==> config.mk <==
export PLATFORM = sky130hd
export DESIGN_NAME = lif_node_array
export DESIGN_NICKNAME = d
export VERILOG_FILES = /design/src/rtl/lif_node_array.sv
export SDC_FILE = /design/constraint.sdc
export NUM_CORES = 1
export LEC_CHECK = 0
export ABC_CLOCK_PERIOD_IN_PS = 5200
export CORE_MARGIN = 5
export CORE_UTILIZATION = 48
export CTS_BUF_LIST = sky130_fd_sc_hd__clkbuf_8
export DETAILED_ROUTE_END_ITERATION = 8
export GPL_TIMING_DRIVEN = 0
export PLACE_DENSITY = 0.86
export SLEW_MARGIN = 40
export SYNTH_ARGS = -nofsm -noshare
export SYNTH_HDL_FRONTEND = slang
export SYNTH_SLANG_ARGS = --single-unit
export TNS_END_PERCENT = 20
==> constraint.sdc <==
create_clock -name clk -period 5.2 [get_ports clk]
set_clock_uncertainty 0.15 [all_clocks]
set_input_delay 0.52 -clock clk [delete_from_list [all_inputs] [get_ports clk]]
set_output_delay 0.52 -clock clk [all_outputs]
set_load 0.01 [all_outputs]
==> src/rtl/lif_node_array.sv <==
// Parametrised leaky integrate-and-fire node: sums N_IN unsigned channels into a saturating,
// leaking membrane potential, fires a registered spike at a runtime threshold, then refracts.
module lif_node_array #(
  parameter int unsigned N_IN        = 4,
  parameter int unsigned IN_W        = 4,
  parameter int unsigned POT_W       = 8,
  parameter int unsigned OUT_W       = 4,
  parameter int unsigned LEAK_SHIFT  = 2,
  parameter int unsigned REFRACT_CYC = 3
) (
  input  logic                   clk,
  input  logic                   rst_n,
  input  logic [N_IN*IN_W-1:0]   in_bus,
  input  logic [POT_W-1:0]       thr,
  input  logic                   en,
  output logic [OUT_W-1:0]       out,
  output logic                   spike,
  output logic                   refractory
);

  localparam int unsigned SUM_W  = IN_W + $clog2(N_IN) + 1;
  localparam int unsigned FULL_W = ((POT_W > SUM_W) ? POT_W : SUM_W) + 1;
  localparam int unsigned CNT_W  = (REFRACT_CYC > 0) ? $clog2(REFRACT_CYC + 1) : 1;

  localparam logic [FULL_W-1:0] SAT_MAX = {{(FULL_W - POT_W){1'b0}}, {POT_W{1'b1}}};

  if (OUT_W > POT_W || OUT_W < 1 || N_IN < 1) begin : g_param_check
    $fatal(1, "lif_node_array: illegal OUT_W/POT_W/N_IN combination");
  end

  typedef enum logic [0:0] {StIntegrate, StRefract} state_e;

  state_e             state_q;
  logic [POT_W-1:0]   v_q;
  logic [CNT_W-1:0]   cnt_q;
  logic               spike_q;
  logic               refr_q;

  logic [SUM_W-1:0]   sum;
  logic [POT_W-1:0]   leak;
  logic [FULL_W-1:0]  vn_full;
  logic [POT_W-1:0]   vn;
  logic               fire;

  always_comb begin
    sum = '0;
    for (int i = 0; i < N_IN; i++) begin
      sum = sum + SUM_W'(in_bus[i*IN_W +: IN_W]);
    end
  end

  // Floor shift keeps V - leak non-negative; a shift past the width means no leak at all.
  always_comb begin
    leak = '0;
    if (LEAK_SHIFT < POT_W) begin
      leak = v_q >> LEAK_SHIFT;
    end
    vn_full = FULL_W'(v_q) - FULL_W'(leak) + FULL_W'(sum);
    vn      = (vn_full > SAT_MAX) ? {POT_W{1'b1}} : vn_full[POT_W-1:0];
    fire    = (vn >= thr);
  end

  always_ff @(posedge clk or negedge rst_n) begin
    if (!rst_n) begin
      state_q <= StIntegrate;
      v_q     <= '0;
      cnt_q   <= '0;
      spike_q <= 1'b0;
      refr_q  <= 1'b0;
    end else if (!en) begin
      spike_q <= 1'b0;
    end else begin
      unique case (state_q)
        StIntegrate: begin
          if (fire) begin
            v_q     <= '0;
            spike_q <= 1'b1;
            if (REFRACT_CYC > 0) begin
              state_q <= StRefract;
              cnt_q   <= CNT_W'(REFRACT_CYC);
              refr_q  <= 1'b1;
            end
          end else begin
            v_q     <= vn;
            spike_q <= 1'b0;
          end
        end
        StRefract: begin
          v_q     <= '0;
          spike_q <= 1'b0;
          if (cnt_q == CNT_W'(1)) begin
            state_q <= StIntegrate;
            cnt_q   <= '0;
            refr_q  <= 1'b0;
          end else begin
            cnt_q <= cnt_q - CNT_W'(1);
          end
        end
        default: begin
          state_q <= StIntegrate;
        end
      endcase
    end
  end

  assign out        = v_q[POT_W-1 -: OUT_W];
  assign spike      = spike_q;
  assign refractory = refr_q;

endmodule

======== After elaboration in Yosys (flattened, before gate mapping) ========
Index checks and enable logic that the tools add are counted.
word-level totals
  register bits ........................... 13
  bits in latches ......................... 0
  memory bits (writable) .................. 0
  memory bits (read-only) ................. 0
  bits of input ports ..................... 27
  output and inout bits ................... 6
  word-level logic and storage cells ...... 33
  memories kept ........................... 0
cells by class
  add/subtract/negate cells ............... 6
  multiply operators ...................... 0
  divide/modulo/power cells ............... 0
  order comparisons ....................... 2
  equality and inequality tests ........... 3
  shift-type cells ........................ 0
  multiplexer cells ....................... 14
  bitwise operators ....................... 1
  reductions and logical operators ........ 2
operators by type and width
  operator                                                               count
  8-bit two-way mux                                                      2
  8-bit one-hot mux with 2 select lines                                  1
  9-bit by 7-bit adder with 9-bit output                                 1
  9-bit by 8-bit > comparator with 1-bit output, second input constant   1
  8-bit by 6-bit subtractor with 9-bit output                            1
  8-bit >= comparator                                                    1
  6-bit by 4-bit adder with 7-bit output                                 1
  5-bit by 4-bit adder with 6-bit output                                 1
  1-bit one-hot mux with 2 select lines                                  3
  4-bit by 4-bit adder with 5-bit output                                 1
  1-bit two-way mux                                                      5
  2-bit two-way mux                                                      2
  2-bit one-hot mux with 2 select lines                                  1
  3-bit AND reduction                                                    1
  2-bit by 1-bit equality test with 1-bit output, second input constant  1
  2-bit by 1-bit != test with 1-bit output, second input constant        1
  2-bit != test, second input constant                                   1
  2-bit AND reduction                                                    1
  2-bit by 1-bit subtractor with 2-bit output, second input constant     1
  1-bit NOT                                                              1

======== Logic depth before layout (Yosys ltp) ========
Gate-level depths: netlist of run 1.
  depth after elaboration ................. 10
  depth in mapped cells ................... 21

======== Worst setup path before layout of run 1 ========
Ideal clock, no wire load.
  path type ............................... input -> register
  from .................................... in in_bus[2]
  to ...................................... reg v_q[0]
  library setup time ...................... 0.084 ns
  arrival ................................. 4.743 ns
  path slack .............................. 0.223 ns
  cell stages on the path ................. 19
  cells stage by stage .................... fa_1 fa_1 inv_1 fa_1 inv_1 ha_1 inv_1 fa_1 nand2b_2 a211oi_4 mux2i_4 a21oi_1 inv_1 ha_1 a21oi_1 o21ai_0 a211oi_1 nand2_1 o22ai_1
between the ends
  word-level cells in the longest chain between the ends .. 9
ends and longest elaborated chain
  item                                           line  text
  start, declared                                13    input logic [N_IN*IN_W-1:0] in_bus,
  4-bit by 4-bit adder with 5-bit output (*)     48    sum = sum + SUM_W'(in_bus[i*IN_W +: IN_W]);
  5-bit by 4-bit adder with 6-bit output (*)     48
  6-bit by 4-bit adder with 7-bit output (*)     48
  9-bit by 7-bit adder with 9-bit output (*)     58    vn_full = FULL_W'(v_q) - FULL_W'(leak) + FULL_W'(sum);
  9-bit by 8-bit > comparator with 1-bit output  59    vn = (vn_full > SAT_MAX) ? {POT_W{1'b1}} : vn_full[POT_W-1:0];
  8-bit two-way mux (*)                          59
  8-bit >= comparator                            60    fire = (vn >= thr);
  8-bit two-way mux (*)                          75    if (fire) begin
  8-bit one-hot mux with 2 select lines (*)      73    unique case (state_q)
  end signal, assigned                           84    v_q <= vn;
  end, declared                                  34    logic [POT_W-1:0] v_q;
Every way passes the cells marked *; elsewhere a longest branch is shown, timed or not.
A chain may end at the register's enable or synchronous reset.

======== Final worst setup path of run 1 ========
  from .................................... reg v_q[4]
  to ...................................... reg v_q[4]
between the ends
  word-level cells in the longest chain between the ends .. 7
ends and longest elaborated chain
  item                                             line
  8-bit by 6-bit subtractor with 9-bit output (*)  58
  9-bit by 7-bit adder with 9-bit output (*)       58
  9-bit by 8-bit > comparator with 1-bit output    59
  8-bit two-way mux (*)                            59
  8-bit >= comparator                              60
  8-bit two-way mux (*)                            75
  8-bit one-hot mux with 2 select lines (*)        73
Marked as above.

==> results by group, run 1 <==
Floorplan
  – Die Outline Area: 0.00467 mm2
  – Y dimension of the die: 68.3 um
  – Starting density of the core: 0.493
  – Number of core rows: 21
  – Core area: 0.00331 mm2
  – Die Width: 68.3 um
  – I/O pin count: 33

Outcome
  – Outcome: finished clean

Setup path
  – Register-to-register setup slack: 170 ps
  – Slowest cell delay on critical path: 570 ps
  – Critical path type: reg2reg
  – Crit path buffers/inverters: 4
  – Type of element launching the critical path: flop
  – WP data arrival: 5050 ps
  – Gate family responsible for the most delay along the worst path: adder cells
  – Cell occurring most often along the worst timing path: inv_2
  – Req. time, crit path: 5210 ps
  – Worst reg2reg path depth: 19
  – Reg-to-Reg End: v_q[4]$_DFFE_PN0P_
  – Endpoint class of the critical path: flop
  – Peak fanout along the critical path: 7
  – Launching point of the worst reg2reg path: v_q[4]$_DFFE_PN0P_
  – Critical path's slowest cell: fa_1
  – Crit-path cells: inv_2 -> fa_1 -> fa_1 -> inv_2 -> fa_1 -> inv_2 -> ha_4 -> inv_2 -> fa_2 -> nand2b_4 -> a211oi_4 -> mux2i_4 -> a21boi_2 -> ha_1 -> nor3b_2 -> o21ai_2 -> a211oi_2 -> nand2_2 -> o22ai_1

STA
  – Normalized max-slew margin: 0.594
  – Final hold violations: 0
  – Total of endpoints with negative setup slack in the final report: 0
  – Final-report max-slew violation count: 0
  – F_max: 199 MHz
  – Part of the cycle the worst path needs: 0.968
  – Worst Max-Slew Pin Slew: 607 ps
  – Post-route worst hold slack: 358 ps
  – Min Tclk post-route: 5030 ps
  – Unrepaired setup endpoints after global routing: true

CTS
  – Hold-fix buffer count after cts: 0
  – Root Buffer: clkbuf_8
  – CTS H-tree depth: 1
  – Clock tree from TritonCTS: built
  – Clock Pin Slew Worst Setup and Hold Paths: 60 ps
  – Clk sinks: 13
  – Clk Latency, worst-skew pair: 250 ps
  – Buffer depth of the longest clock path: 2
  – Number of clock buffers inserted by TritonCTS: 3

Global routing
  – Number of antenna violations at the first check in global routing: 0
  – Wire length of the first global-routing pass: 6070 um
  – Number of global-route vias before repair: 1370
  – GR Util All Layers: 0.176
  – Largest net degree at the start of global routing: 14
  – GRT overflow: 0

Routing
  – Final Routed Wirelength: 3710 um
  – # DRC: 0
  – Initial DRC count: 55
  – Post-detailed-route via-to-cell ratio: 5.14
  – Number of nets with antenna violations after routing: 0
  – WL/cell: 14.1 um
  – Vias after detailed routing: 1357
  – DR pass1 iterations: 4

Logic synthesis
  – Most frequent cell after synthesis: inv_1
  – Number of flops mapped to enable cells by yosys: 0
  – Number of distinct standard cells referenced by the synthesized netlist: 33
  – Average instance area after synthesis: 9.49 um2
  – Main synth FF type: dfrtp_1
  – Total of warnings raised by yosys: 0
  – Flop and latch count out of synthesis: 13
  – Cell types with the largest area share after synthesis: dfrtp_1 20%, fa_1 20%, ha_1 19%
  – Total standard cell area after synthesis: 0.00163 mm2
  – Async S/R FF share, synth: 1.00
  – Post-synth top area cell: dfrtp_1
  – Post-synth top area share: 0.199
  – Number of nets produced by synthesis: 240
  – Synth top cells by count: 40 x inv_1, 25 x ha_1, 16 x fa_1
  – Number of instances in the synthesized netlist: 172
  – Sequential area share after synthesis: 0.199

Place
  – Detail Placement HPWL: 2890 um
  – Number of port buffers: 32
  – RePlAce Congestion: 0.828

Cells and area
  – Final net count: 287
  – ANT cells: 0
  – Core Util, Final: 0.669
  – Area delta synth->final: 35.6%
  – Proportion of layout cells with a drive suffix above 1: 0.248

Min path
  – Endpoint with the worst hold slack: cnt_q[0]$_DFFE_PN0P_
  – HP Start: cnt_q[0]$_DFFE_PN0P_
  – Worst Hold Class: reg2reg
  – WHS Path Cells: 1

Job
  – Maxcap violations: 0
cell type report:
| cell class | instances | area [um2] |
|---|---|---|
| Multi-Input combinational cell | 114 | 1210 |
| Fill cell | 273 | 1100 |
| Timing Repair Buffer | 42 | 390 |
| Sequential cell | 13 | 325 |
| Inverter | 40 | 150 |
| Tap cell | 46 | 57.6 |
| Clock buffer | 3 | 41.3 |
| Buffer | 5 | 33.8 |
| Clock inverter | 1 | 3.75 |
worst max-delay path by stage:
stage,slack [ps],cells after the start,start,endpoint
detailed placement,-850,20,in_bus[2],v_q[7]$_DFFE_PN0P_
floorplan,220,19,in_bus[2],v_q[0]$_DFFE_PN0P_
global placement,-740,20,in_bus[2],v_q[0]$_DFFE_PN0P_
CTS,9,19,in_bus[8],v_q[4]$_DFFE_PN0P_
global route,-50,19,v_q[4]$_DFFE_PN0P_,v_q[2]$_DFFE_PN0P_
finish,170,19,v_q[4]$_DFFE_PN0P_,v_q[4]$_DFFE_PN0P_
sequential cells by signal, summed over array words and instances (netlist names):
signal,count
refractory,1
spike,1
cnt_q,2
v_q,8
state_q,1
timing repair:
| item | in CTS | in global routing |
|---|---|---|
| setup endpoints to repair | 13 | 13 |
| setup buffers | 6 | 4 |
| hold endpoints to repair | 0 | 0 |
| resized for setup | 28 | 20 |
| pin swaps | 19 | 20 |
metal layers:
layer,GRT usage,share of wire,vias to the layer above
met1,0.211,0.40,641
met2,0.314,0.52,54
li1,-,-,655
met4,0.0571,0.016,0
met3,0.0345,0.071,7
met5,0,0,-
layout by cell type, fill, tap and decap left out, types with 2 or more instances in the layout:
master	synthesis	layout
clkdlybuf4s50_1	0	20
a21boi_1	2	2
and2_1	2	2
nor2_1	7	7
dfrtp_1	13	13
nand2_1	7	6
a21o_1	2	2
nor3b_1	5	3
inv_1	40	34
buf_4	4	14
dlygate4sd2_1	0	4
nor3_1	2	2
a21oi_1	9	6
fa_1	16	12
fa_2	0	4
o21ai_2	0	2
nand2b_1	3	3
a21boi_2	2	2
clkbuf_2	0	2
inv_2	0	7
dlymetal6s2s_1	0	4
o22ai_1	8	4
ha_1	25	24
o21ai_0	8	5
nor3b_2	0	2
a21oi_2	0	3
clkbuf_8	0	3
clkdlybuf4s15_1	0	2
o22ai_2	0	4
cells by family after synthesis:
family,after synthesis,synth area share
xor+xnor,3,0.0207
mux,1,0.0138
simple gates,30,0.101
buf+inv,45,0.113
compound gates,39,0.165
flops,13,0.199
fa+ha+maj,41,0.388
stage by stage:
| step | area, um2 | setup slack, ps | setup TNS, ps | cells |
|---|---|---|---|---|
| after floorplan | 1630 | 223 | 0 | 172 |
| after global placement | 2010 | -736 | -8030 | 250 |
| after detailed placement | 2010 | -849 | -9030 | 250 |
| after CTS | 2150 | 8.62 | 0 | 260 |
| after global routing | 2210 | -48.2 | -309 | 264 |
| final | 2210 | 166 | 0 | 264 |
Power of run 1 is left out: the tool's default activity adds up to more than one toggle a clock period on the data nets, which glitch-free logic cannot reach.
==> inputs of run 2 (changes only) <==
Settings changed: ABC_CLOCK_PERIOD_IN_PS 5200 to 5000, CORE_ASPECT_RATIO set to 0.75, CORE_UTILIZATION 48 to 50.
Clock period 5.2 ns to 5 ns, I/O delays scaled along.
==> run 2 against run 1 <==
The flow now finishes with violations (negative setup slack). Fmax down 3.5%. Hold slack better by 6.6 ps. Global-route usage up 0.17 points. Critical endpoint is now v_q[3]$_DFFE_PN0P_. Critical path depth up 2. Critical path type unchanged. Sequential share of layout area down 0.47 points. Non-clock buffer count up 2. Worst setup slack worse by 380 ps. Sequential cell count unchanged. First-iteration DRC count up 130%.
==> results by group, run 2 (synthesized netlist as in run 1, its figures left out) <==
Routing
  – DR pass1 iterations: 4 (unchanged)
  – Initial DRC count: 126 (+130%)
  – Vias after detailed routing: 1409 (+3.8%)
  – Post-detailed-route via-to-cell ratio: 5.42 (+5.4%)
  – Number of nets with antenna violations after routing: 0 (unchanged)
  – Final Routed Wirelength: 4400 um (+19%)
  – WL/cell: 16.9 um (+20%)
  – # DRC: 0 (unchanged)

Place
  – RePlAce Congestion: 0.858 (+3.5%)
  – Post-Place Cells: 244 (-2.4%)
  – Detail Placement HPWL: 2710 um (-6.2%)
  – Number of port buffers: 32 (unchanged)

CTS
  – Number of clock buffers inserted by TritonCTS: 3 (unchanged)
  – Clock Pin Slew Worst Setup and Hold Paths: 60 ps (about the same)
  – Clock tree from TritonCTS: built
  – Root Buffer: clkbuf_8
  – Buffer depth of the longest clock path: 2 (unchanged)
  – Clk Latency, worst-skew pair: 250 ps (about the same)
  – Clk sinks: 13 (unchanged)
  – Hold-fix buffer count after cts: 0 (unchanged)
  – CTS H-tree depth: 1 (unchanged)

STA
  – Min Tclk post-route: 5220 ps (+183 ps)
  – Post-route worst hold slack: 365 ps (+6.64 ps)
  – Final-report max-slew violation count: 0 (unchanged)
  – Total of endpoints with negative setup slack in the final report: 10 (+10)
  – Part of the cycle the worst path needs: 1.04 (+0.0753)
  – Unrepaired setup endpoints after global routing: true
  – Worst Max-Slew Pin Slew: 716 ps (+109 ps)
  – Normalized max-slew margin: 0.522 (-0.0714)
  – F_max: 192 MHz (-3.5%)
  – Setup WS post-layout: -217 ps (-383 ps)
  – Setup TNS Final: -1480 ps (-1480 ps)
  – Final hold violations: 0 (unchanged)

Cells and area
  – Max reg flops: 8 (unchanged)
  – Largest registers: v_q x8, cnt_q x2
  – Proportion of layout cells with a drive suffix above 1: 0.286 (+0.0387)
  – Number of non-filler instances in the completed layout: 260 (-1.5%)
  – Final net count: 289 (+0.70%)
  – Highest-count cells in the layout ignoring fill and taps: 34 x inv_1, 22 x ha_1, 18 x clkdlybuf4s50_1, 13 x buf_4, 13 x dfrtp_1
  – Leading cell type in the layout, fill and taps excluded: inv_1
  – Area delta synth->final: 40.2%
  – Biggest register: v_q
  – ANT cells: 0 (unchanged)

Setup path
  – WP data arrival: 5230 ps (+180 ps)
  – Critical path type: reg2reg
  – Type of element launching the critical path: flop
  – Req. time, crit path: 5010 ps (-200 ps)
  – Endpoint class of the critical path: flop
  – Peak fanout along the critical path: 7 (unchanged)

Global routing
  – Peak-usage layer in the global routing report: met2
  – Grt met3 use: 0.0502 (+0.0157)
  – Number of antenna violations at the first check in global routing: 0 (unchanged)
  – Number of global-route vias before repair: 1454 (+6.1%)
  – Global routing usage on met1: 0.232 (+0.0209)
  – Met2 layer usage reported by global route: 0.304 (-0.0104)
  – Wire length of the first global-routing pass: 6430 um (+6.0%)
  – GRT overflow: 0 (unchanged)
  – GR Util All Layers: 0.178 (+0.00166)
  – Largest net degree at the start of global routing: 14 (unchanged)

Outcome
  – Outcome: finished with violations
  – Violations in the final reports: negative setup slack

Job
  – Maxcap violations: 0 (unchanged)

Min path
  – Worst Hold Class: reg2reg

Floorplan
  – Starting density of the core: 0.507 (+0.0138)
  – Die Outline Area: 0.00452 mm2 (-3.2%)
  – Y dimension of the die: 59.5 um (-13%)
  – Core area: 0.00322 mm2 (-2.7%)
  – I/O pin count: 33 (unchanged)
  – Die Width: 76.0 um (+11%)
  – Number of core rows: 18 (-14%)
[run 2: changes by cell type in the layout (fill, tap and decap cells not counted), sizes merged]
cell / previous run / this run
dlymetal6s2s: 4 / 0
clkdlybuf4s15: 2 / 1
clkdlybuf4s50: 20 / 18
buf: 14 / 18
clkbuf: 6 / 5
dlygate4sd2: 4 / 10
[run 2: final cells by class]
cell class / count / area (um2)
Timing Repair Buffer: 44 / 394
Tap cell: 40 / 50.0
Clock inverter: 1 / 3.75
Fill cell: 230 / 932
Sequential cell: 13 / 325
Multi-Input combinational cell: 114 / 1290
Buffer: 5 / 33.8
Clock buffer: 3 / 41.3
Inverter: 40 / 150
[run 2: what timing repair did]
| item | CTS | global route |
|---|---|---|
| endpoints found under the hold margin | 0 | 0 |
| resized for setup | 43 | 23 |
| pin swaps | 23 | 18 |
| setup buffers | 3 | 9 |
| setup endpoints to repair | 13 | 13 |
[run 2: worst max-delay path, stage by stage (launching register included)]
cell and delay (ps):
dfrtp_1 400, inv_2 100, fa_1 440, fa_1 550, inv_2 50, fa_1 490, inv_2 90, ha_4 130
inv_2 40, fa_2 340, nand2b_4 160, a211oi_4 260, mux2i_4 410, buf_6 150, a21boi_1 130, inv_1 100
ha_1 230, nor2_1 130, nor3_2 60, a211oi_2 290, nand2_2 230, o22ai_2 180
[run 2: worst paths after layout]
check | startpoint | cells past startpoint | slack [ps] | to
setup / recovery | v_q[4]$_DFFE_PN0P_ | 21 | -220 | v_q[3]$_DFFE_PN0P_
hold / removal | cnt_q[0]$_DFFE_PN0P_ | 1 | 360 | cnt_q[0]$_DFFE_PN0P_
setup reg to reg | v_q[4]$_DFFE_PN0P_ | 21 | -220 | v_q[3]$_DFFE_PN0P_
hold reg to reg | cnt_q[0]$_DFFE_PN0P_ | 1 | 360 | cnt_q[0]$_DFFE_PN0P_
max in group asynchronous | rst_n | 1 | 3820 | cnt_q[1]$_DFFE_PN0P_
min in group asynchronous | rst_n | 1 | 480 | v_q[0]$_DFFE_PN0P_
[run 2: layer usage]
metal | vias up | share of wire
met1 | 678 | 0.43
met4 | 0 | 0.014
met3 | 8 | 0.058
li1 | 658 | -
met5 | - | 0
met2 | 65 | 0.49
[run 2: stage by stage]
stage	util	area, um2	worst slack, ps
2_1_floorplan	-	1630	43.4
3_3_place_gp	0.622	2000	-905
3_5_place_dp	0.622	2000	-849
4_1_cts	0.656	2110	6.81
5_1_grt	0.711	2290	-344
6_report	0.711	2290	-217
Power of run 2 is left out for the same reason.
==> inputs of run 3 (changes only) <==
Settings changed: SKIP_CTS_REPAIR_TIMING set to 1.
==> run 3 against run 2 <==
First-iteration DRC count fell by 68%. Critical endpoint unchanged. Register-to-register slack better by 110 ps. Critical path type unchanged. Die area unchanged. Sequential share of layout area grew 0.12 points. The flow still finishes with violations (negative setup slack). Final cell count is 1.2% lower. Via count down 3.9%. Non-clock buffer count fell by 3. Hold slack got worse by 6.7 ps. Critical path depth decreased by 3. Core utilization fell by 0.58 points. Worst setup slack better by 110 ps.
==> results by group, run 3 (synthesized netlist as in run 1, its figures left out) <==
Routing
  – Post-detailed-route via-to-cell ratio: 5.27 (-2.8%)
  – Vias after detailed routing: 1354 (-3.9%)
  – DR pass1 iterations: 4 (unchanged)
  – WL/cell: 15.3 um (-9.4%)
  – # DRC: 0 (unchanged)
  – Number of nets with antenna violations after routing: 0 (unchanged)
  – Initial DRC count: 40 (-68%)
  – Final Routed Wirelength: 3940 um (-10%)

STA
  – Min Tclk post-route: 5110 ps (-111 ps)
  – Final hold violations: 0 (unchanged)
  – Worst Max-Slew Pin Slew: 680 ps (-36.8 ps)
  – Part of the cycle the worst path needs: 1.02 (-0.0222)
  – Normalized max-slew margin: 0.547 (+0.0245)
  – Setup TNS Final: -609 ps (+872 ps)
  – Total of endpoints with negative setup slack in the final report: 7 (-3)
  – Final-report max-slew violation count: 0 (unchanged)
  – Unrepaired setup endpoints after global routing: true
  – F_max: 196 MHz (+2.2%)
  – Setup WS post-layout: -105 ps (+111 ps)

Place
  – Number of port buffers: 32 (unchanged)
  – RePlAce Congestion: 0.858 (unchanged)
  – Post-Place Cells: 244 (unchanged)
  – Detail Placement HPWL: 2710 um (unchanged)

Cells and area
  – ANT cells: 0 (unchanged)
  – Leading cell type in the layout, fill and taps excluded: inv_1
  – Number of non-filler instances in the completed layout: 257 (-1.2%)
  – Multi-input combinational cell area: 0.00125 mm2 (-3.1%)
  – Highest-count cells in the layout ignoring fill and taps: 33 x inv_1, 23 x ha_1, 18 x clkdlybuf4s50_1, 13 x fa_1, 13 x dfrtp_1
  – # fillers: 242 (+5.2%)
  – Biggest register: v_q
  – Area delta synth->final: 39.0%
  – Largest registers: v_q x8, cnt_q x2
  – Sequential cell area: 325 um2 (unchanged)
  – Max reg flops: 8 (unchanged)
  – Proportion of layout cells with a drive suffix above 1: 0.276 (-0.00987)
  – Final net count: 286 (-1.0%)

Floorplan
  – Y dimension of the die: 59.5 um (unchanged)
  – I/O pin count: 33 (unchanged)
  – Die Outline Area: 0.00452 mm2 (unchanged)
  – Starting density of the core: 0.507 (unchanged)
  – Number of core rows: 18 (unchanged)
  – Core area: 0.00322 mm2 (unchanged)
  – Die Width: 76.0 um (unchanged)

Global routing
  – Number of antenna violations at the first check in global routing: 0 (unchanged)
  – Largest net degree at the start of global routing: 14 (unchanged)
  – GR Util All Layers: 0.164 (-0.0145)
  – Wire length of the first global-routing pass: 6000 um (-6.6%)
  – GRT overflow: 0 (unchanged)
  – Number of global-route vias before repair: 1341 (-7.8%)

Outcome
  – Violations in the final reports: negative setup slack
  – Outcome: finished with violations

CTS
  – Clk Latency, worst-skew pair: 250 ps (about the same)
  – Clock Pin Slew Worst Setup and Hold Paths: 60 ps (about the same)
  – CTS H-tree depth: 1 (unchanged)
  – Clock tree from TritonCTS: built
  – Root Buffer: clkbuf_8
  – Clk sinks: 13 (unchanged)
  – Number of clock buffers inserted by TritonCTS: 3 (unchanged)
  – Buffer depth of the longest clock path: 2 (unchanged)

Setup path
  – Critical path's slowest cell: fa_1
  – Type of element launching the critical path: flop
  – WP data arrival: 5120 ps (-110 ps)
  – Endpoint class of the critical path: flop
  – Critical path type: reg2reg
  – Gate family responsible for the most delay along the worst path: adder cells
  – Req. time, crit path: 5010 ps (about the same)
  – Crit path buffers/inverters: 3 (-3)
  – Peak fanout along the critical path: 7 (unchanged)
  – Cell occurring most often along the worst timing path: fa_1
  – Crit-path cells: fa_1 -> fa_1 -> inv_2 -> fa_1 -> inv_1 -> ha_2 -> inv_2 -> fa_2 -> nand2b_4 -> a211oi_4 -> mux2i_4 -> a21boi_2 -> ha_1 -> nor3b_2 -> o21ai_2 -> a211oi_2 -> nand2_2 -> o22ai_2
  – Slowest cell delay on critical path: 570 ps (+20 ps)

Min path
  – Worst Hold Class: reg2reg

Job
  – Maxcap violations: 0 (unchanged)
[run 3: cell count changes in the layout (fill, tap and decap cells not counted), moves of 2 or more]
| cell | before | now |
|---|---|---|
| a21boi_2 | 0 | 3 |
| ha_4 | 3 | 1 |
| dlymetal6s2s_1 | 0 | 12 |
| dlygate4sd2_1 | 10 | 0 |
| buf_2 | 2 | 0 |
| buf_4 | 13 | 11 |
| a21oi_2 | 2 | 4 |
| a21boi_1 | 2 | 0 |
[run 3: worst reg2reg max path: cells and delay by family (launching register included)]
kind,cells,cell delay [ps]
buf+inv,3,150
mux,1,410
simple gates,3,600
compound gates,5,930
flops,1,410
fa+ha+maj,6,2380
[run 3: stage by stage]
stage | worst slack [ps] | hold slack [ps] | util | cell area, um2
finish | -105 | 358 | 0.705 | 2270
global route | -300 | 396 | 0.705 | 2270
CTS | -648 | 362 | 0.636 | 2050
detailed placement | -849 | 354 | 0.622 | 2000
global placement | -905 | 337 | 0.622 | 2000
floorplan | 43.4 | 54.4 | - | 1630
[run 3: final cells by class]
type,count,share of cell area
plain buffers,5,0.0149
clock buffers,3,0.0182
clock inverters,1,0.00165
inverters,40,0.0662
multi-input cells,114,0.551
flip-flops and latches,13,0.143
well taps,40,0.0221
repair buffers,41,0.183
[run 3: metal layers]
layer  vias up  part of all wire  track usage
li1        654                 -            -
met2        34              0.49        0.252
met1       663              0.45        0.236
met3         3             0.049       0.0471
met5         -                 0            0
met4         0             0.010       0.0152
[run 3: worst paths after layout]
kind | start | endpoint | slack [ps] | depth (start not counted)
worst min register to register | cnt_q[0]$_DFFE_PN0P_ | cnt_q[0]$_DFFE_PN0P_ | 360 | 1
min in group asynchronous | rst_n | v_q[0]$_DFFE_PN0P_ | 480 | 1
worst max-delay path | v_q[2]$_DFFE_PN0P_ | v_q[3]$_DFFE_PN0P_ | -110 | 18
worst min-delay path | cnt_q[0]$_DFFE_PN0P_ | cnt_q[0]$_DFFE_PN0P_ | 360 | 1
worst max register to register | v_q[2]$_DFFE_PN0P_ | v_q[3]$_DFFE_PN0P_ | -110 | 18
max in group asynchronous | rst_n | cnt_q[1]$_DFFE_PN0P_ | 3830 | 1
Power of run 3 is left out for the same reason.
==> RTL edit 1 (settings of run 1) <==
Register the inputs `in_bus`, `thr` and `en` before use, without a reset. The logic sees them one clock later.
--- a/src/rtl/lif_node_array.sv
+++ b/src/rtl/lif_node_array.sv
@@ -24,6 +24,16 @@
 
   localparam logic [FULL_W-1:0] SAT_MAX = {{(FULL_W - POT_W){1'b0}}, {POT_W{1'b1}}};
 
+  logic [N_IN*IN_W-1:0] in_bus_q;
+  logic [POT_W-1:0] thr_q;
+  logic en_q;
+
+  always_ff @(posedge clk) begin
+    in_bus_q <= in_bus;
+    thr_q    <= thr;
+    en_q     <= en;
+  end
+
   if (OUT_W > POT_W || OUT_W < 1 || N_IN < 1) begin : g_param_check
     $fatal(1, "lif_node_array: illegal OUT_W/POT_W/N_IN combination");
   end
@@ -45,7 +55,7 @@
   always_comb begin
     sum = '0;
     for (int i = 0; i < N_IN; i++) begin
-      sum = sum + SUM_W'(in_bus[i*IN_W +: IN_W]);
+      sum = sum + SUM_W'(in_bus_q[i*IN_W +: IN_W]);
     end
   end
 
@@ -57,7 +67,7 @@
     end
     vn_full = FULL_W'(v_q) - FULL_W'(leak) + FULL_W'(sum);
     vn      = (vn_full > SAT_MAX) ? {POT_W{1'b1}} : vn_full[POT_W-1:0];
-    fire    = (vn >= thr);
+    fire    = (vn >= thr_q);
   end
 
   always_ff @(posedge clk or negedge rst_n) begin
@@ -67,7 +77,7 @@
       cnt_q   <= '0;
       spike_q <= 1'b0;
       refr_q  <= 1'b0;
-    end else if (!en) begin
+    end else if (!en_q) begin
       spike_q <= 1'b0;
     end else begin
       unique case (state_q)
Behaviour: not the same (a bounded check fails within 4 cycles, from zero or initial values and one cycle with rst_n low).
==> RTL edit 1 against run 1 <==
  * Die area increased by 23%
  * Sequential cell count increased by 25
  * Worst setup slack got worse by 34 ps
  * Cell area increased by 20%
  * Maximum frequency decreased by 0.67%
  * Wire length increased by 7.1%
  * Area after synthesis increased by 28%
  * Highest routed layer unchanged
Power is left out: the tool's default activity adds up to more than one toggle a clock period on the data nets, which glitch-free logic cannot reach.
==> RTL edit 1: results (changes against run 1) <==
metric	value	unit	change
cts_setup_buffers	2		-4
multi_input_area_share	43.1	%	-12 points
synth.net_count	253		+5.4%
grt_pass1_wl	6.29	mm	+3.6%
dr.pass1.iters	5		+1
clock_area_share	3.43	%	+1.4 points
drt_iter0_markers	69		+25%
buffers	45		-4.3%
wl_per_cell	13.9	µm	-0.75%
grt_pass1_vias	1472		+7.4%
gp_congestion	0.806		-2.7%
wl_met2	1.99	mm	+3.8%
rrSetupSlack	130	ps	-30 ps
synth-adder-area-share	30.4	%	-8.4 points
cts_buffers	5		+2
outcome	complete, no violations		
cts_resized	2		-93%
diodes	0		unchanged
ys.flop_type	dfxtp_1		
clkbuf_count	6		+3
max_stage_delay	550	ps	-20 ps
clk_latency	290	ps	+40 ps
worstMarginPinSlew	719	ps	+111 ps
final-nonclk-buf-share	15.6	%	-3.6 points
reg_top3	in_bus_q: 16 flops, thr_q: 8 flops, v_q: 8 flops		
yosys-top-cells-count	31 x inv_1, 25 x dfxtp_1, 25 x ha_1, 16 x fa_1, 13 x dfrtp_1		
synthTopCellsByArea	dfxtp_1 24%, dfrtp_1 16%, fa_1 15%		
inv_count	32		-20%
whs	344	ps	-13.8 ps
clock-sinks	38		+25
fill_cells	350		+28%
wl_met3	254	µm	-3.4%
synth_enable_flop_cells	0		unchanged
synth_compound_area_share	13.9	%	-2.5 points
track_usage	14.8	%	-2.8 points
drive_gt1_share	15.0	%	-9.7 points
h-tree-depth	2		+1
synth_xor_xnor_area_share	0.841	%	-1.2 points
async_flop_share	34.2	%	-66 points
num_vias	1440		+6.1%
seq_area_frac_synth	39.7	%	+20 points
grt_util_met3	3.96	%	+0.51 points
muxShareOfSynthArea	1.08	%	-0.30 points
synth_cell_type_count	37		+12%
[RTL edit 1: changes by cell type after synthesis, sizes merged, moves of 3 or more]
cell,run 1,this run
o22ai,8,2
nor2,7,4
dfxtp,0,25
a21boi,4,0
inv,40,31
o21a,0,4
a22o,0,6
a21oi,9,3
o21ai,8,13
[RTL edit 1: final timing paths]
check | start | end | depth (start not counted)
worst max-delay path | v_q[2] | v_q[4] | 19
worst min-delay path | cnt_q[0] | cnt_q[0] | 1
worst max register to register | v_q[2] | v_q[4] | 19
worst min register to register | cnt_q[0] | cnt_q[0] | 1
max in group asynchronous | rst_n | v_q[7] | 1
min in group asynchronous | rst_n | v_q[0] | 1
[RTL edit 1: through the flow]
step	cells	worst slack, ps	area [µm²]	setup TNS (ps)
2_1_floorplan	185	320	2080	0
3_3_place_gp	269	-115	2470	-679
3_5_place_dp	269	-189	2470	-1110
4_1_cts	279	20.3	2580	0
5_1_grt	285	-143	2670	-883
6_report	285	132	2670	0
==> RTL edit 2 (settings of run 1) <==
Without the edit above. `N_IN`: 4 -> 8.
--- a/src/rtl/lif_node_array.sv
+++ b/src/rtl/lif_node_array.sv
@@ -1,7 +1,7 @@
 // Parametrised leaky integrate-and-fire node: sums N_IN unsigned channels into a saturating,
 // leaking membrane potential, fires a registered spike at a runtime threshold, then refracts.
 module lif_node_array #(
-  parameter int unsigned N_IN        = 4,
+  parameter int unsigned N_IN        = 8,
   parameter int unsigned IN_W        = 4,
   parameter int unsigned POT_W       = 8,
   parameter int unsigned OUT_W       = 4,
Interface: changed (resized in_bus); port bits go from 33 to 49. No check against the original RTL was run, so the function may have changed too.
==> RTL edit 2 against run 1 <==
  * The flow now finishes with violations (setup timing)
  * Worst setup slack worse by 1100 ps
  * Maximum frequency is 17% lower
  * Utilization rose by 2.8 points
  * Cell area grew 37%
  * Sequential cell count did not move
  * Area after synthesis grew 32%
  * Count of clock-buffer cells in the layout stayed put
  * Global-route usage down 0.16 points
  * Wire length increased by 47%
  * Die area increased by 27%
  * Sequential share of layout area fell by 4.0 points
  * Largest cell class unchanged
Power is left out: the tool's default activity adds up to more than one toggle a clock period on the data nets, which glitch-free logic cannot reach.
==> RTL edit 2: results (changes against run 1) <==
metric	value	unit	change
grt_pass1_vias	1933		+41%
ys.flop_type	dfrtp_1		
finalSetupViolCount	13		+13
muxShareOfSynthArea	0	%	-1.4 points
drt_iter0_markers	93		+69%
violations	setup timing		
synth_top_cell_by_area	fa_1		
wl_per_cell	16.4	µm	+16%
grt_pass1_wl	8.65	mm	+43%
clkTransAtPathRegs	60	ps	about the same
hold_violations	0		unchanged
clk_latency	250	ps	about the same
h-tree-depth	1		unchanged
tns	-10390	ps	-10390 ps
hp-class	flop to flop		
diodes	0		unchanged
synth-adder-area-share	48.4	%	+9.7 points
async_flop_share	100	%	unchanged
ys_warn_count	0		unchanged
drive_gt1_share	28.1	%	+3.3 points
synth_xor_xnor_area_share	3.19	%	+1.1 points
reg_top3	v_q: 8 flops, cnt_q: 2 flops		
synth_cell_type_count	39		+18%
synth_compound_area_share	15.5	%	-0.97 points
yosys-top-cells-count	41 x inv_1, 37 x ha_1, 29 x fa_1, 14 x nand2_1, 13 x dfrtp_1		
port_buffers	48		+50%
grt_max_degree	14		unchanged
seq_area_frac_synth	15.1	%	-4.8 points
synth.net_count	325		+35%
num_vias	1832		+35%
cts-root-buf	clkbuf_8		
gp_congestion	0.774		-6.5%
final_common_cell	inv_1		
worst-endpoint-required	5230	ps	+20 ps
synthTopCellsByArea	fa_1 27%, ha_1 21%, dfrtp_1 15%		
cts_buffers	3		unchanged
outcome	complete, but fails checks		
dr.pass1.iters	4		unchanged
hpwl	4.05	mm	+40%
crit_fanout	3		-4
worst_slack	-886	ps	-1050 ps
fill_cells	309		+13%
antenna_found_initial	0		unchanged
worstMarginPinSlew	602	ps	-5.45 ps
clk_path_buf_depth	2		unchanged
layout.nets	391		+36%
track_usage	17.5	%	-0.16 points
## RTL edit 2: through the flow
step / setup slack, ps / cells / cell area [µm²]
2_1_floorplan: -644 / 216 / 2270
5_1_grt: -1040 / 333 / 3040
3_3_place_gp: -1660 / 316 / 2810
6_report: -886 / 333 / 3040
3_5_place_dp: -1810 / 316 / 2810
4_1_cts: -956 / 330 / 2970
## RTL edit 2: layout make-up
type | count | area (µm²) | area share [%]
Tap cell | 52 | 65.1 | 2.14
Multi-Input combinational cell | 154 | 1860 | 61.2
Timing Repair Buffer | 61 | 523 | 17.2
Inverter | 41 | 154 | 5.07
Clock buffer | 3 | 41.3 | 1.36
Buffer | 8 | 65.1 | 2.14
Sequential cell | 13 | 325 | 10.7
Clock inverter | 1 | 3.75 | 0.124
## RTL edit 2: cells by family (layout without fill, tap and decap cells)
| group | Yosys count | after routing |
|---|---|---|
| buf+inv | 49 | 114 |
| fa+ha+maj | 66 | 66 |
| flops | 13 | 13 |
| simple gates | 35 | 35 |
| xor+xnor | 7 | 7 |
| compound gates | 46 | 46 |
## RTL edit 2: worst paths after layout
check | startpoint | to | cells past startpoint | slack (ps)
max | v_q[3] | v_q[4] | 21 | -890
min | refractory | refractory | 2 | 370
max reg2reg | v_q[3] | v_q[4] | 21 | -890
min reg2reg | refractory | refractory | 2 | 370
max in group asynchronous | rst_n | cnt_q[1] | 1 | 4010
min in group asynchronous | rst_n | v_q[1] | 1 | 500
## RTL edit 2: critical path, cell delays in order, from the launching register on
cell	delay [ps]
dfrtp_1	380
inv_2	100
fa_2	470
fa_2	590
inv_2	40
fa_2	380
fa_1	510
inv_1	50
fa_2	580
ha_4	220
buf_4	130
a21o_1	140
a21oi_1	270
xor2_1	420
nand2_4	90
ha_4	220
a21o_1	170
a221o_1	400
a211o_1	310
buf_6	140
o22ai_4	100
o21bai_4	140
## RTL edit 2: layer usage
layer | track usage [%] | vias to the layer above | routed length [µm]
met5 | 0 | - | 0
met4 | 3.44 | 0 | 84
met3 | 1.41 | 9 | 252
met2 | 33.3 | 61 | 3040
met1 | 21.3 | 917 | 2070
li1 | - | 845 | -
## RTL edit 2: timing repair
item	4_1_cts	5_1_grt
pin swaps	38	27
gates cloned	1	0
gates resized for setup	65	29
setup buffers	9	3
endpoints found under the setup margin	13	13
